[src/rtl/dat_init_seq_pkg.sv]
// Shared definitions for the DAT SRAM init sequencer: FSM states, DAT port
// widths and the identity-map pattern that each task slot is filled with.
package dat_init_seq_pkg;

  localparam int DAT_ADDR_W = 15;
  localparam int DAT_DATA_W = 16;

  typedef enum logic [2:0] {
    W_SETUP  = 3'd0,
    W_STROBE = 3'd1,
    V_ADDR   = 3'd2,
    V_CMP    = 3'd3,
    DONE     = 3'd4
  } state_t;

  // Slot s of every task maps to bank {5'b0,s}, i.e. the unmapped 64K view.
  function automatic logic [DAT_DATA_W-1:0] identity_pattern(input logic [2:0] slot);
    return {8'h00, 5'b00000, slot};
  endfunction

endpackage

[src/rtl/dat_init_seq.sv]
// DAT SRAM init sequencer: fills every DAT entry with the identity map,
// optionally reads every entry back, and reports the first mismatch.
// All outputs are registered decodes of the current state/counter, so the
// DAT port lags the state register by one cycle; the reset (or start)
// cycle acts as the idle cycle in front of the first setup cycle.
module dat_init_seq
  import dat_init_seq_pkg::*;
#(
  parameter int TASK_BITS = 12,
  parameter bit VERIFY    = 1'b1
) (
  input  logic                  e,
  input  logic                  _reset,
  input  logic                  start,
  output logic                  busy,
  output logic                  done,
  output logic                  error,
  output logic [DAT_ADDR_W-1:0] fail_addr,
  output logic [DAT_ADDR_W-1:0] address_dat,
  output logic [DAT_DATA_W-1:0] dat_wdata,
  output logic                  dat_oe,
  input  logic [DAT_DATA_W-1:0] dat_rdata,
  output logic                  _we_dat_l,
  output logic                  _we_dat_h
);

  localparam int              CTR_W = TASK_BITS + 3;
  localparam logic [CTR_W-1:0] LAST = {CTR_W{1'b1}};
  localparam logic [CTR_W-1:0] ONE  = CTR_W'(1);

  state_t                  state;
  state_t                  state_nx;
  logic [CTR_W-1:0]        ctr;
  logic [CTR_W-1:0]        ctr_nx;
  logic [DAT_ADDR_W-1:0]   ctr_addr;
  logic [DAT_DATA_W-1:0]   ctr_pattern;

  logic                    busy_nx;
  logic                    done_nx;
  logic                    error_nx;
  logic [DAT_ADDR_W-1:0]   fail_addr_nx;
  logic [DAT_ADDR_W-1:0]   address_nx;
  logic [DAT_DATA_W-1:0]   wdata_nx;
  logic                    oe_nx;
  logic                    we_nx;

  assign ctr_addr    = DAT_ADDR_W'(ctr);
  assign ctr_pattern = identity_pattern(ctr[2:0]);

  // Next-state, counter, status and DAT port decode for the current state.
  always_comb begin
    state_nx     = state;
    ctr_nx       = ctr;
    error_nx     = error;
    fail_addr_nx = fail_addr;
    busy_nx      = 1'b1;
    done_nx      = 1'b0;
    address_nx   = {DAT_ADDR_W{1'b0}};
    wdata_nx     = {DAT_DATA_W{1'b0}};
    oe_nx        = 1'b0;
    we_nx        = 1'b1;
    case (state)
      W_SETUP: begin
        // Address/data settle one cycle ahead of the strobe.
        address_nx = ctr_addr;
        wdata_nx   = ctr_pattern;
        oe_nx      = 1'b1;
        state_nx   = W_STROBE;
      end
      W_STROBE: begin
        address_nx = ctr_addr;
        wdata_nx   = ctr_pattern;
        oe_nx      = 1'b1;
        we_nx      = 1'b0;
        if (ctr == LAST) begin
          // Phase change: counter restarts explicitly instead of wrapping.
          ctr_nx = {CTR_W{1'b0}};
          if (VERIFY) begin
            state_nx = V_ADDR;
          end else begin
            state_nx = DONE;
          end
        end else begin
          ctr_nx   = ctr + ONE;
          state_nx = W_SETUP;
        end
      end
      V_ADDR: begin
        address_nx = ctr_addr;
        state_nx   = V_CMP;
      end
      V_CMP: begin
        // Address is on the pins during this cycle; read data is compared here.
        address_nx = ctr_addr;
        if (dat_rdata != ctr_pattern) begin
          error_nx     = 1'b1;
          fail_addr_nx = ctr_addr;
          state_nx     = DONE;
        end else if (ctr == LAST) begin
          state_nx = DONE;
        end else begin
          ctr_nx   = ctr + ONE;
          state_nx = V_ADDR;
        end
      end
      DONE: begin
        busy_nx = 1'b0;
        done_nx = 1'b1;
        if (start) begin
          // Restart looks exactly like a reset cycle on the outputs.
          state_nx     = W_SETUP;
          ctr_nx       = {CTR_W{1'b0}};
          error_nx     = 1'b0;
          fail_addr_nx = {DAT_ADDR_W{1'b0}};
          busy_nx      = 1'b1;
          done_nx      = 1'b0;
        end else begin
          state_nx = DONE;
        end
      end
      default: begin
        state_nx = W_SETUP;
        ctr_nx   = {CTR_W{1'b0}};
      end
    endcase
  end

  // State, counter and registered outputs with synchronous active-low reset.
  always_ff @(posedge e) begin
    if (!_reset) begin
      state       <= W_SETUP;
      ctr         <= {CTR_W{1'b0}};
      busy        <= 1'b1;
      done        <= 1'b0;
      error       <= 1'b0;
      fail_addr   <= {DAT_ADDR_W{1'b0}};
      address_dat <= {DAT_ADDR_W{1'b0}};
      dat_wdata   <= {DAT_DATA_W{1'b0}};
      dat_oe      <= 1'b0;
      _we_dat_l   <= 1'b1;
      _we_dat_h   <= 1'b1;
    end else begin
      state       <= state_nx;
      ctr         <= ctr_nx;
      busy        <= busy_nx;
      done        <= done_nx;
      error       <= error_nx;
      fail_addr   <= fail_addr_nx;
      address_dat <= address_nx;
      dat_wdata   <= wdata_nx;
      dat_oe      <= oe_nx;
      _we_dat_l   <= we_nx;
      _we_dat_h   <= we_nx;
    end
  end

endmodule
[config.mk]
export PLATFORM = sky130hd
export DESIGN_NAME = dat_init_seq
export DESIGN_NICKNAME = d
export VERILOG_FILES = /design/src/rtl/dat_init_seq_pkg.sv /design/src/rtl/dat_init_seq.sv
export SDC_FILE = /design/constraint.sdc
export NUM_CORES = 1
export LEC_CHECK = 0
export CAP_MARGIN = 20
export CORE_MARGIN = 2
export CORE_UTILIZATION = 40
export DETAILED_ROUTE_END_ITERATION = 6
export GPL_ROUTABILITY_DRIVEN = 0
export GPL_TIMING_DRIVEN = 0
export PLACE_DENSITY_LB_ADDON = 0.25
export SLEW_MARGIN = 15
export SYNTH_ARGS = -nofsm -noshare
export SYNTH_HDL_FRONTEND = slang
export SYNTH_SLANG_ARGS = --single-unit
[constraint.sdc]
create_clock -name e -period 2.8 [get_ports e]
set_input_delay 0.28 -clock e [delete_from_list [all_inputs] [get_ports e]]
set_output_delay 0.28 -clock e [all_outputs]
set_load 0.03 [all_outputs]
==> summary.log <==
[timing] Slew headroom 0.5328
[global_routing] largest net degree at the start of global routing 17
[yosys] cells after synthesis 271
[setup_path] kind of end point of the critical path flop
[setup_path] startpoint type of the worst setup path flop
[clocking] Clock Tree Buf Depth 2
[detailed_routing] DRC marker count from the first detailed-route iteration 273
[setup_path] ordered cell list for the critical path ha_1, nand4_1, nor4_4, a21oi_1, buf_4, a211o_1, a32o_1
[power_and_ir_drop] switching fraction of total power 0.2254
[layout] Total Nets Final 366
[job] Max Cap Violations 0
[setup_path] worst endpoint required time 3.01 ns
[timing] Total Neg Setup Slack 0 ns
[detailed_routing] post-route ant nets 0
[detailed_routing] first drt pass iteration count 5
[clocking] CTS root buf sky130_fd_sc_hd__clkbuf_8
[yosys] Yosys Warn Count 0
[floorplan] placeable core region 5816 µm²
[yosys] combined area of all synthesized cells 2375 µm²
[outcome] outcome complete, no violations
[floorplan] die outline area 6569 µm²
[layout] Layout Cell Area excl Fill 3201 µm²
[setup_path] master of the slowest instance on the critical path sky130_fd_sc_hd__dfxtp_1
[min_path] Hold Crit Class input pin to flop
[detailed_routing] DR vias 2259
[clocking] cts hold-fix bufs 0
[global_routing] number of global-route vias before repair 1937
[yosys] per-instance average area after synthesis 8.763 µm²
[detailed_routing] wire length per cell 13.81 µm
[timing] Slew @ Worst Pin 0.6934 ns
[timing] fin crit period 2.394 ns
[power_and_ir_drop] part of the power in registers 0.532
[detailed_routing] Routed WL 5826 µm
[clocking] clock slew at the register clock pins of the worst setup and hold paths 0.10 ns
[global_routing] global-route wire length before repair 9377 µm
[clocking] insertion delay to the later sink of the worst-skew pair 0.31 ns
[floorplan] height of the die 81.05 µm
[place] half-perimeter wire length after detailed placement 4197 µm
[place] dpl cell area 3074 µm²
[detailed_routing] Residual DRC 0
[power_and_ir_drop] Power per Cell Area 474.5 nW/µm²
[power_and_ir_drop] reported net switching power 0.0003423 W
[setup_path] largest incremental delay on the critical path 0.51 ns
[detailed_routing] post-detailed-route via-to-cell ratio 5.353
[yosys] most used flip-flop cell after synthesis sky130_fd_sc_hd__dfxtp_1
[yosys] largest area contributor in the netlist sky130_fd_sc_hd__dfxtp_1
[timing] Final Hold Fails 0
[clocking] post-CTS setup-driven buffer insertion count 0
[yosys] cell types with the largest area share after synthesis sky130_fd_sc_hd__dfxtp_1, sky130_fd_sc_hd__and3_1, sky130_fd_sc_hd__nand3_1
[yosys] sequential share of the synthesized area 0.4721
[setup_path] highest fanout seen on the critical path 10
[floorplan] initial cell density of the core 0.4083
[timing] number of pins with negative max-slew slack in the final report 0
[global_routing] remaining global-route overflow 0
[floorplan] Rows 28
[timing] worst clock skew on the final layout 0.008449 ns
[timing] portion of the clock cycle consumed by the worst path in the final layout 0.8548
[clocking] TritonCTS Sinks 56
[global_routing] GRT Util Overall 0.1835
[floorplan] die extent in x 81.05 µm
[timing] unrepaired setup endpoints after global routing no
[power_and_ir_drop] worst vdd ir 0.2195 mV
[layout] layout-stage area growth over the synthesis result 34.77%
[power_and_ir_drop] Logic pwr share 0.092
[floorplan] number of I/O pins 71
[yosys] number of flops mapped to enable cells by yosys 0
[yosys] asr flop ratio synth 0
[yosys] number of different library cells in the post-synthesis netlist 40
[layout] layout cells sized above 1 0.1009
[layout] ANT cells 0
[power_and_ir_drop] cell-internal power 0.001176 W
[clocking] Post-CTS Resized 0
[clocking] number of H-tree levels 2
[clocking] number of buffers created by CTS 5
[place] count of port buffers added during placement 56
[layout] number of filler cells placed in the layout 569
[yosys] Yosys reg bits 56
[clocking] clock tree from TritonCTS done
[power_and_ir_drop] clock network fraction of design power 0.376
[yosys] Synth top area share 0.4721
[global_routing] number of antenna violations at the first check in global routing 0
[setup_path] CP bufs+invs 1
[timing] post-route worst hold slack 0.3966 ns
[power_and_ir_drop] leakage power 1.228 nW
[setup_path] cell type group with the largest total delay on the critical path compound AO/OA/AOI/OAI gates
[setup_path] worst setup path class flop to flop
[timing] # setup viols final 0
[timing] Fmax 417.8 MHz
[setup_path] arrival time of data at the critical path endpoint 2.60 ns
-- power groups by stage --
stage	sequential [W]	clock (W)	combinational, W
final	0.000808	0.000571	0.000140
after global routing	0.000810	0.000600	0.000152
after CTS	0.000808	0.000576	0.000138
after detailed placement	0.000827	0	0.000137
after global placement	0.000827	0	0.000136
after floorplan	0.000832	0	0.0000843
-- per-layer routing --
layer	routed length (µm)	global-route usage	vias up
li1	-	-	1113
met1	2557	0.2479	1023
met2	2748	0.2934	111
met3	436	0.04444	12
met4	82	0.04915	0
met5	0	0	-
-- worst reg2reg max path, stage by stage, from the launching register on --
cell and delay, ns:
sky130_fd_sc_hd__dfxtp_1 0.51, sky130_fd_sc_hd__ha_1 0.29, sky130_fd_sc_hd__nand4_1 0.19, sky130_fd_sc_hd__nor4_4 0.44
sky130_fd_sc_hd__a21oi_1 0.18, sky130_fd_sc_hd__buf_4 0.20, sky130_fd_sc_hd__a211o_1 0.27, sky130_fd_sc_hd__a32o_1 0.20
-- final timing paths --
| path | to | slack [ns] | startpoint | cells after the start |
|---|---|---|---|---|
| worst max-delay path | ctr[7]$_SDFFE_PN0P_ | 0.41 | ctr[0]$_SDFFE_PN0P_ | 7 |
| worst min-delay path | state[0]$_SDFF_PN0_ | 0.40 | _reset | 3 |
| worst max register to register | ctr[7]$_SDFFE_PN0P_ | 0.41 | ctr[0]$_SDFFE_PN0P_ | 7 |
| worst min register to register | fail_addr[0]$_SDFFE_PN0P_ | 0.47 | fail_addr[0]$_SDFFE_PN0P_ | 2 |
-- layout make-up --
class / count / area (µm²) / area share
plain buffers: 32 / 190.2 / 0.05942
flip-flops and latches: 56 / 1121 / 0.3503
clock inverters: 1 / 30.03 / 0.009382
multi-input cells: 189 / 1086 / 0.3393
inverters: 6 / 22.52 / 0.007037
clock buffers: 7 / 96.34 / 0.03010
repair buffers: 56 / 560.5 / 0.1751
well taps: 75 / 93.84 / 0.02932
-- registers in the layout, indices dropped and copies added, names as in the netlist --
register	cells
_we_dat_h	1
address_dat	15
busy	1
ctr	15
dat_oe	1
dat_wdata	3
done	1
error	1
fail_addr	15
state	3
-- cells by family after synthesis --
| family | share of synthesized area |
|---|---|
| AND/OR/NAND/NOR | 0.2466 |
| AO/OA/AOI/OAI | 0.1739 |
| flip-flops | 0.4721 |
| buffers and inverters | 0.08957 |
| XOR/XNOR | 0.01107 |
| adder cells (fa/ha/maj) | 0.005268 |
| other | 0.001579 |
-- cell usage after synthesis, types with 4 or more instances --
master and instances:
sky130_fd_sc_hd__dfxtp_1 56, sky130_fd_sc_hd__nand2_1 30, sky130_fd_sc_hd__nand3_1 23, sky130_fd_sc_hd__a21oi_1 22
sky130_fd_sc_hd__and3_1 19, sky130_fd_sc_hd__buf_4 15, sky130_fd_sc_hd__nor2_1 14, sky130_fd_sc_hd__a311oi_1 11
sky130_fd_sc_hd__clkbuf_1 11, sky130_fd_sc_hd__o21ai_0 10, sky130_fd_sc_hd__a31oi_1 8, sky130_fd_sc_hd__inv_1 6
sky130_fd_sc_hd__buf_2 5, sky130_fd_sc_hd__nand4_1 5, sky130_fd_sc_hd__a41oi_1 4
-- cell usage in the layout, fill, tap and decap left out, types with 6 or more instances in the layout --
cell type,count
sky130_fd_sc_hd__inv_1,6
sky130_fd_sc_hd__conb_1,13
sky130_fd_sc_hd__dfxtp_1,56
sky130_fd_sc_hd__nand2_1,30
sky130_fd_sc_hd__nor2_1,14
sky130_fd_sc_hd__a21oi_1,22
sky130_fd_sc_hd__a311oi_1,11
sky130_fd_sc_hd__clkbuf_8,7
sky130_fd_sc_hd__clkbuf_1,11
sky130_fd_sc_hd__nand3_1,23
sky130_fd_sc_hd__and3_1,19
sky130_fd_sc_hd__a31oi_1,8
sky130_fd_sc_hd__clkdlybuf4s50_1,56
sky130_fd_sc_hd__buf_4,15
sky130_fd_sc_hd__o21ai_0,10
-- metrics by stage --
stage,total power (W),cells,utilization,worst slack (ns)
3_5_place_dp,0.0009639,414,0.5286,0.3631
5_1_grt,0.001562,422,0.5503,0.2553
4_1_cts,0.001522,422,0.5503,0.4415
6_report,0.001519,422,0.5503,0.4064
3_3_place_gp,0.0009630,414,0.5286,0.3664
2_1_floorplan,0.0009159,283,-,0.7860
No activity file was read; power rests on OpenSTA's default activity.
